## src/rtl/dice_race_pkg.sv

```systemverilog
`default_nettype none
// +--------------------------------------------------------------------------+
// | dice_race_pkg : shared types and constants for the dice race game flow   |
// | Rev 1.0                                                                  |
// +--------------------------------------------------------------------------+
package dice_race_pkg;

  localparam int unsigned TILE_W        = 4;
  localparam int unsigned LAST_TILE_DEF = 15;
  localparam int unsigned DICE_MIN      = 1;
  localparam int unsigned DICE_MAX      = 6;

  typedef enum logic [2:0] {
    IDLE      = 3'd0,
    WAIT_DICE = 3'd1,
    STEP      = 3'd2,
    WAIT_ANIM = 3'd3,
    SWITCH    = 3'd4,
    WIN       = 3'd5
  } game_state_t;

endpackage
`default_nettype wire

```

## src/rtl/turn_watchdog.sv

```systemverilog
`default_nettype none
// +--------------------------------------------------------------------------+
// | turn_watchdog : per-step animation timeout, expires TIMEOUT_CYCLES after |
// | run rises. Rev 1.0                                                       |
// +--------------------------------------------------------------------------+
module turn_watchdog #(
  parameter int unsigned TIMEOUT_CYCLES = 25_000_000
) (
  input  logic clk,
  input  logic reset,
  input  logic run,
  output logic expire
);

  localparam int unsigned c_cnt_w = $clog2(TIMEOUT_CYCLES + 1);
  localparam logic [c_cnt_w-1:0] c_terminal = c_cnt_w'(TIMEOUT_CYCLES - 1);

  logic [c_cnt_w-1:0] r_count;

  // Count is zero in the first cycle of run, so expiry lands on cycle TIMEOUT_CYCLES-1.
  always_ff @(posedge clk or posedge reset) begin
    if (reset) begin
      r_count <= '0;
    end else if (!run) begin
      r_count <= '0;
    end else if (r_count != c_terminal) begin
      r_count <= r_count + 1'b1;
    end
  end

  assign expire = run && (r_count == c_terminal);

endmodule
`default_nettype wire

```

## src/rtl/dice_turn_sequencer.sv

```systemverilog
`default_nettype none
// +--------------------------------------------------------------------------+
// | dice_turn_sequencer : dice race game-flow FSM (positions, turns, winner) |
// | Optional step watchdog: DICE_TURN_TIMEOUT_EN. Rev 1.0                    |
// +--------------------------------------------------------------------------+
module dice_turn_sequencer
  import dice_race_pkg::*;
#(
  parameter int unsigned LAST_TILE      = LAST_TILE_DEF,
  parameter int unsigned TIMEOUT_CYCLES = 25_000_000
) (
  input  logic              clk,
  input  logic              reset,
  input  logic              start_game,
  input  logic              dice_valid,
  input  logic [2:0]        dice_value,
  input  logic              turn_done,
  output logic [TILE_W-1:0] p1_pos,
  output logic [TILE_W-1:0] p2_pos,
  output logic              pos_valid,
  output logic              winner_valid,
  output logic              turn,
  output logic              busy
);

  localparam logic [TILE_W-1:0] c_last_tile = TILE_W'(LAST_TILE);

  game_state_t       r_state;
  logic [2:0]        r_steps_left;
  logic              w_dice_legal;
  logic              w_step_done;
  logic [TILE_W-1:0] w_active_pos;

  assign w_dice_legal = (dice_value >= 3'(DICE_MIN)) && (dice_value <= 3'(DICE_MAX));
  assign w_active_pos = turn ? p2_pos : p1_pos;

`ifdef DICE_TURN_TIMEOUT_EN
  logic w_wd_expire;

  turn_watchdog #(
    .TIMEOUT_CYCLES(TIMEOUT_CYCLES)
  ) u_turn_watchdog (
    .clk    (clk),
    .reset  (reset),
    .run    (r_state == WAIT_ANIM),
    .expire (w_wd_expire)
  );

  assign w_step_done = turn_done || w_wd_expire;
`else
  logic w_unused_timeout;
  assign w_unused_timeout = (TIMEOUT_CYCLES != 0);
  assign w_step_done      = turn_done;
`endif

  always_ff @(posedge clk or posedge reset) begin
    if (reset) begin
      r_state      <= IDLE;
      r_steps_left <= 3'd0;
      p1_pos       <= '0;
      p2_pos       <= '0;
      pos_valid    <= 1'b0;
      winner_valid <= 1'b0;
      turn         <= 1'b0;
      busy         <= 1'b0;
    end else begin
      pos_valid <= 1'b0;
      // Restart takes priority over any dice or animation event in the same cycle.
      if (start_game) begin
        r_state      <= WAIT_DICE;
        r_steps_left <= 3'd0;
        p1_pos       <= '0;
        p2_pos       <= '0;
        winner_valid <= 1'b0;
        turn         <= 1'b0;
        busy         <= 1'b0;
      end else begin
        case (r_state)
          IDLE: begin
          end
          WAIT_DICE: begin
            if (dice_valid && w_dice_legal) begin
              r_steps_left <= dice_value;
              r_state      <= STEP;
              busy         <= 1'b1;
            end
          end
          STEP: begin
            if (turn) p2_pos <= p2_pos + 1'b1;
            else      p1_pos <= p1_pos + 1'b1;
            pos_valid <= 1'b1;
            r_state   <= WAIT_ANIM;
          end
          WAIT_ANIM: begin
            if (w_step_done) begin
              r_steps_left <= r_steps_left - 3'd1;
              // Reaching the finish ends the turn even with steps remaining.
              if (w_active_pos == c_last_tile) begin
                r_steps_left <= 3'd0;
                r_state      <= WIN;
                winner_valid <= 1'b1;
                busy         <= 1'b0;
              end else if (r_steps_left == 3'd1) begin
                r_state <= SWITCH;
              end else begin
                r_state <= STEP;
              end
            end
          end
          SWITCH: begin
            turn    <= ~turn;
            r_state <= WAIT_DICE;
            busy    <= 1'b0;
          end
          WIN: begin
          end
          default: begin
            r_state <= IDLE;
            busy    <= 1'b0;
          end
        endcase
      end
    end
  end

endmodule
`default_nettype wire
```

## config.mk

```make
export PLATFORM = sky130hd
export DESIGN_NAME = dice_turn_sequencer
export DESIGN_NICKNAME = d
export VERILOG_FILES = /design/src/rtl/dice_race_pkg.sv /design/src/rtl/turn_watchdog.sv /design/src/rtl/dice_turn_sequencer.sv
export SDC_FILE = /design/constraint.sdc
export NUM_CORES = 1
export LEC_CHECK = 0
export BUFFER_PORTS_ARGS = -buffer_cell sky130_fd_sc_hd__buf_2
export CAP_MARGIN = 20
export CORE_MARGIN = 3
export CORE_UTILIZATION = 25
export CTS_BUF_LIST = sky130_fd_sc_hd__clkbuf_2
export DETAILED_ROUTE_END_ITERATION = 10
export SYNTH_ARGS = -nofsm -noshare
export SYNTH_HDL_FRONTEND = slang
export SYNTH_SLANG_ARGS = --single-unit
```

## constraint.sdc

```tcl
create_clock -name clk -period 1.7 [get_ports clk]
set_input_delay 0.17 -clock clk [delete_from_list [all_inputs] [get_ports clk]]
set_output_delay 0.17 -clock clk [all_outputs]
set_load 0.005 [all_outputs]
```

======== Word level (Yosys, flattened, before mapping) ========
Cells that the tools add are included.
storage, ports and cells
  logic and storage cells ................. 76
  output and inout port bits .............. 12
  register bits ........................... 18
  bits of input ports ..................... 8
operators by class
  multiplexer cells ....................... 31
  magnitude comparators ................... 2
  equal/unequal tests ..................... 13
  reduce and logical (&&, ||, !) cells .... 18
  add/sub/neg operators ................... 3
  bitwise gates (word level) .............. 1
operator list
  kind                                                                     count
  4-bit two-way mux                                                        7
  3-bit two-way mux                                                        9
  3-bit case mux with 5 select lines                                       1
  1-bit two-way mux                                                        12
  2-bit nonzero test                                                       6
  3-bit inequality test, second input constant                             3
  3-bit AND reduction                                                      3
  4-bit by 1-bit adder with 4-bit output, second input constant            2
  3-bit by 1-bit == test with 1-bit output, second input constant          2
  3-bit by 2-bit == test with 1-bit output, second input constant          2
  3-bit == test, second input constant                                     2
  3-bit case mux with 2 select lines                                       1
  4-bit == test, second input constant                                     1
  2-bit by 1-bit inequality test with 1-bit output, second input constant  2
  2-bit AND reduction                                                      2
  4-bit AND reduction                                                      1
  3-bit by 1-bit >= comparator with 1-bit output, second input constant    1
  3-bit less-or-equal comparator, second input constant                    1
  3-bit zero test                                                          1
  1-bit case mux with 3 select lines                                       1
  3-bit nonzero test                                                       1
  3-bit OR reduction                                                       1
  3-bit by 1-bit subtractor with 3-bit output, second input constant       1
  1-bit logical AND                                                        2
  3 further kinds                                                          3

======== Logic depth before layout (Yosys ltp) ========
  word-level depth ........................ 6
  depth in mapped cells ................... 6
  mapped depth without buffers ............ 6

======== Worst setup path before layout ========
Ideal clock, no wire load.
  path kind ............................... reg2reg
  start point ............................. register r_state[2]
  end point ............................... register r_state[0]
  slack ................................... 0.152 ns
  data required time ...................... 1.571 ns
  setup time .............................. 0.129 ns
  path buffers ............................ 1
  clock period less this slack ............ 1.548 ns
  data arrival time ....................... 1.419 ns
  cell stages (with the launch flop) ...... 6
  cell sequence ........................... dfrtp_1 -> buf_6 -> nand2b_4 -> o311ai_4 -> a21oi_2 -> a2111o_1
between the ends
  word-level cells in the longest chain between the ends .. 4
  elaborated cells on any way between the ends .. 13
  classes of those cells .................. eq/ne: 8; mux: 2; reduce/logical: 3
RTL lines
  what                                                                                                    RTL line                   RTL
  from (decl)                                                                                             dice_turn_sequencer.sv:28  game_state_t r_state;
  from (signal assigned)                                                                                  dice_turn_sequencer.sv:58  r_state <= IDLE;
  from (signal assigned)                                                                                  dice_turn_sequencer.sv:70  r_state <= WAIT_DICE;
  from (signal assigned)                                                                                  dice_turn_sequencer.sv:84  r_state <= STEP;
  3-bit == test or 3-bit zero test (tied branches)                                                        dice_turn_sequencer.sv:78  case (r_state)
  2-bit OR reduction (no source line)                                                                     n/a
  3-bit case mux with 5 select lines or 2-bit by 1-bit inequality test with 1-bit output (tied branches)  n/a
  3-bit two-way mux or 3-bit AND reduction (tied branches)                                                n/a
Several ways; a longest one is shown, not always the timed one.
A chain may end at the register's enable or synchronous reset.

======== Worst setup path after layout ========
Ends and elaborated chain as after synthesis.

==> impl_metrics.tcl <==
set metrics [dict create \
    met2_usage_pct 17.5 \
    area_growth_pct 19.0 \
    ant_nets 0 \
    pwr-share-seq_pct 49.9 \
    switchingPower_mw 0.331 \
    die_h_um 73.7 \
    start_kind "flip-flop" \
    drive_above_1_share_pct 28.2 \
    synth_cells 116 \
    setup_viol 0 \
    wire_per_inst_um 13.1 \
    critPathKind "flip-flop to flip-flop" \
    drc 0 \
    postLayoutCellArea_um2 1360 \
    crit_fanout 6 \
    arrival_ps 1810 \
    drt_pass1_iterations 4 \
    hpwl_um 1880 \
    ys_seq_area_share_pct 39.3 \
    wirelength_um 2510 \
    syn_area_per_cell_um2 9.88 \
    r2r-start "r_state[2]$_DFFE_PP0P_" \
    clk_latency_ps 310 \
    sw_frac_of_total_pct 33.1 \
    mostFrequentLayoutCell "buf_2" \
    busiest_layer "met2" \
    crit_required_ps 1920 \
    power.leakage_nw 0.617 \
    placedInstanceArea_um2 1310 \
    synth-seq-cells 18 \
    path_clk_slew_ps 180 \
    r2r-end "r_state[0]$_DFFE_PP0P_" \
    grt_overflow_total 0 \
    clock_power_share_pct 18.7 \
    run_status "complete, no violations" \
    met3_usage_pct 2.74 \
    p_int_mw 0.670 \
    layout_common_cells "buf_2 (19), nor2_1 (16), dfrtp_1 (16), buf_4 (9), inv_1 (7)" \
    dieWidth_um 73.7 \
    drv_cap 0 \
    tritoncts "yes" \
    grt_max_degree 21 \
    hold_violations 0 \
    hold-worst-slack_ps 189 \
    cp-end-kind "flip-flop" \
    root_buffer "clkbuf_2" \
    n_antenna_cell 0 \
    comb_power_share_pct 31.4 \
    antenna_found_initial 0 \
    fmaxAchievable_ghz 0.627 \
    grt_pass1_wl_um 4360 \
    clock_path_buffers 2 \
    peakVddDrop_v 0.000255 \
    cts.sink_count 18 \
    grtUsageMet1_pct 12.2 \
    reg2reg_slack_ps 100 \
    worstHoldPathType "input port to flip-flop" \
    vias 930 \
    syn_area_um2 1150 \
    p_per_area_nw_per_um2 734 \
    drtIter0Drc 41 \
    setup_tns_ps 0 \
    async_reset_ff_share_pct 100 \
    start_util_pct 27.3 \
    fin_crit_sh_pct 93.8 \
    coreArea_um2 4200 \
    worst_pin_slew_ps 733 \
    synth_edf_count 0 \
    fp-row-count 23 \
    synth_nets 128 \
    crit_start "r_state[2]$_DFFE_PP0P_" \
    dieArea_um2 5430 \
    cts-htree-levels 1 \
    io_pins 20 \
    p_total_mw 1.00 \
    ys_warn_count 0 \
    reg2regPathDepth 4 \
    numCtsBuffers 3 \
    port-buffer-count 19 \
    rsz0062_at_grt "false" \
    slew_violations 0 \
    fin_crit_ps 1600 \
    drt-vias-per-instance 4.84 \
    crit_end "r_state[0]$_DFFE_PP0P_" \
    yosysUniqueCellTypes 44 \
    n_fill_cell 444 \
    worst_clock_skew_ps 6.24 \
    relSlewSlack_pct 51.1 \
    synthFlopType "dfrtp_1" \
    nets 156 \
    grt_usage_pct 10.2 \
    grt_pass1_vias 974 \
    routabilityCongestion 0.900 \
]
power groups by stage:
stage | Sequential [mW] | Combinational (mW) | Clock, mW
2_1_floorplan | 0.492 | 0.231 | 0
3_3_place_gp | 0.512 | 0.275 | 0
3_5_place_dp | 0.514 | 0.281 | 0
4_1_cts | 0.506 | 0.284 | 0.196
5_1_grt | 0.507 | 0.350 | 0.217
6_report | 0.500 | 0.315 | 0.187
kinds of logic (layout without fill, tap and decap cells):
kind of cell,count (synthesis),after routing,share of synthesized area [%]
DFF,18,18,39.3
xor gates and xnor gates,8,8,6.11
adders and majority gates,4,4,4.37
and+or+nand+nor,50,50,26.1
muxes,5,5,4.48
AOI/OAI and AO/OA,18,18,14.3
buffers and inverters,13,39,5.35
routing by layer:
metal,vias up,routed length [um],share of wire (%)
met1,444,1120,44
li1,459,-,-
met5,-,0,0
met3,4,129,5.1
met4,0,20,0.80
met2,23,1250,50
area by class of cell:
type	count	area (um^2)	area share, %
multi-input cells	85	634	46.5
flip-flops and latches	18	453	33.2
repair buffers	29	173	12.7
well taps	50	62.6	4.59
inverters	7	26.3	1.93
clock buffers	3	15.0	1.10
critical path: stages, from the launching register on:
cell	delay [ps]
dfrtp_1	490
nand2b_4	200
o311ai_4	290
a21oi_2	120
a2111o_1	410
worst min path at each step:
stage | endpoint | slack (ps) | start | cells after the start
floorplan | busy$_DFFE_PP0P_ | 110 | reset | 1
global placement | winner_valid$_DFFE_PP0P_ | 320 | reset | 2
detailed placement | p1_pos[1]$_DFFE_PP0P_ | 340 | reset | 2
CTS | r_state[1]$_DFFE_PP0P_ | 190 | turn_done | 4
global route | r_state[1]$_DFFE_PP0P_ | 200 | turn_done | 4
finish | r_state[1]$_DFFE_PP0P_ | 190 | turn_done | 4
state kept, by name, summed over array words and instances (netlist names):
register / cells
pos_valid: 1
turn: 1
r_steps_left: 3
busy: 1
p1_pos: 4
r_state: 3
winner_valid: 1
p2_pos: 4
cell usage after synthesis (all sizes together) (2+ instances only):
library cell	number	share of area [%]
a21oi	3	1.6
and3	2	1.1
buf	6	3.1
dfrtp	18	39
ha	4	4.4
inv	7	2.3
mux2i	4	3.5
nand2	6	2.0
nand2b	3	2.3
nand3	4	1.7
nor2	16	5.2
nor2b	6	3.3
nor3	3	1.7
nor4	2	2.4
o211ai	2	1.3
or3	2	1.1
xnor2	5	3.8
xor2	3	2.3
through the flow:
stage | util [%] | worst slack, ps | instances
finish | 32.5 | 105 | 192
global route | 32.5 | 39.4 | 192
CTS | 31.9 | 42.2 | 189
detailed placement | 31.3 | 60.7 | 185
global placement | 31.3 | 98.5 | 185
floorplan | - | 152 | 116
what timing repair did:
item                       in CTS  in global routing
hold buffers                    1                  0
hold endpoints to repair       18                  0
setup endpoints to repair       0                  5
resized for setup               0                  2
setup buffers                   0                  3
(Power assumes the default switching activity.)
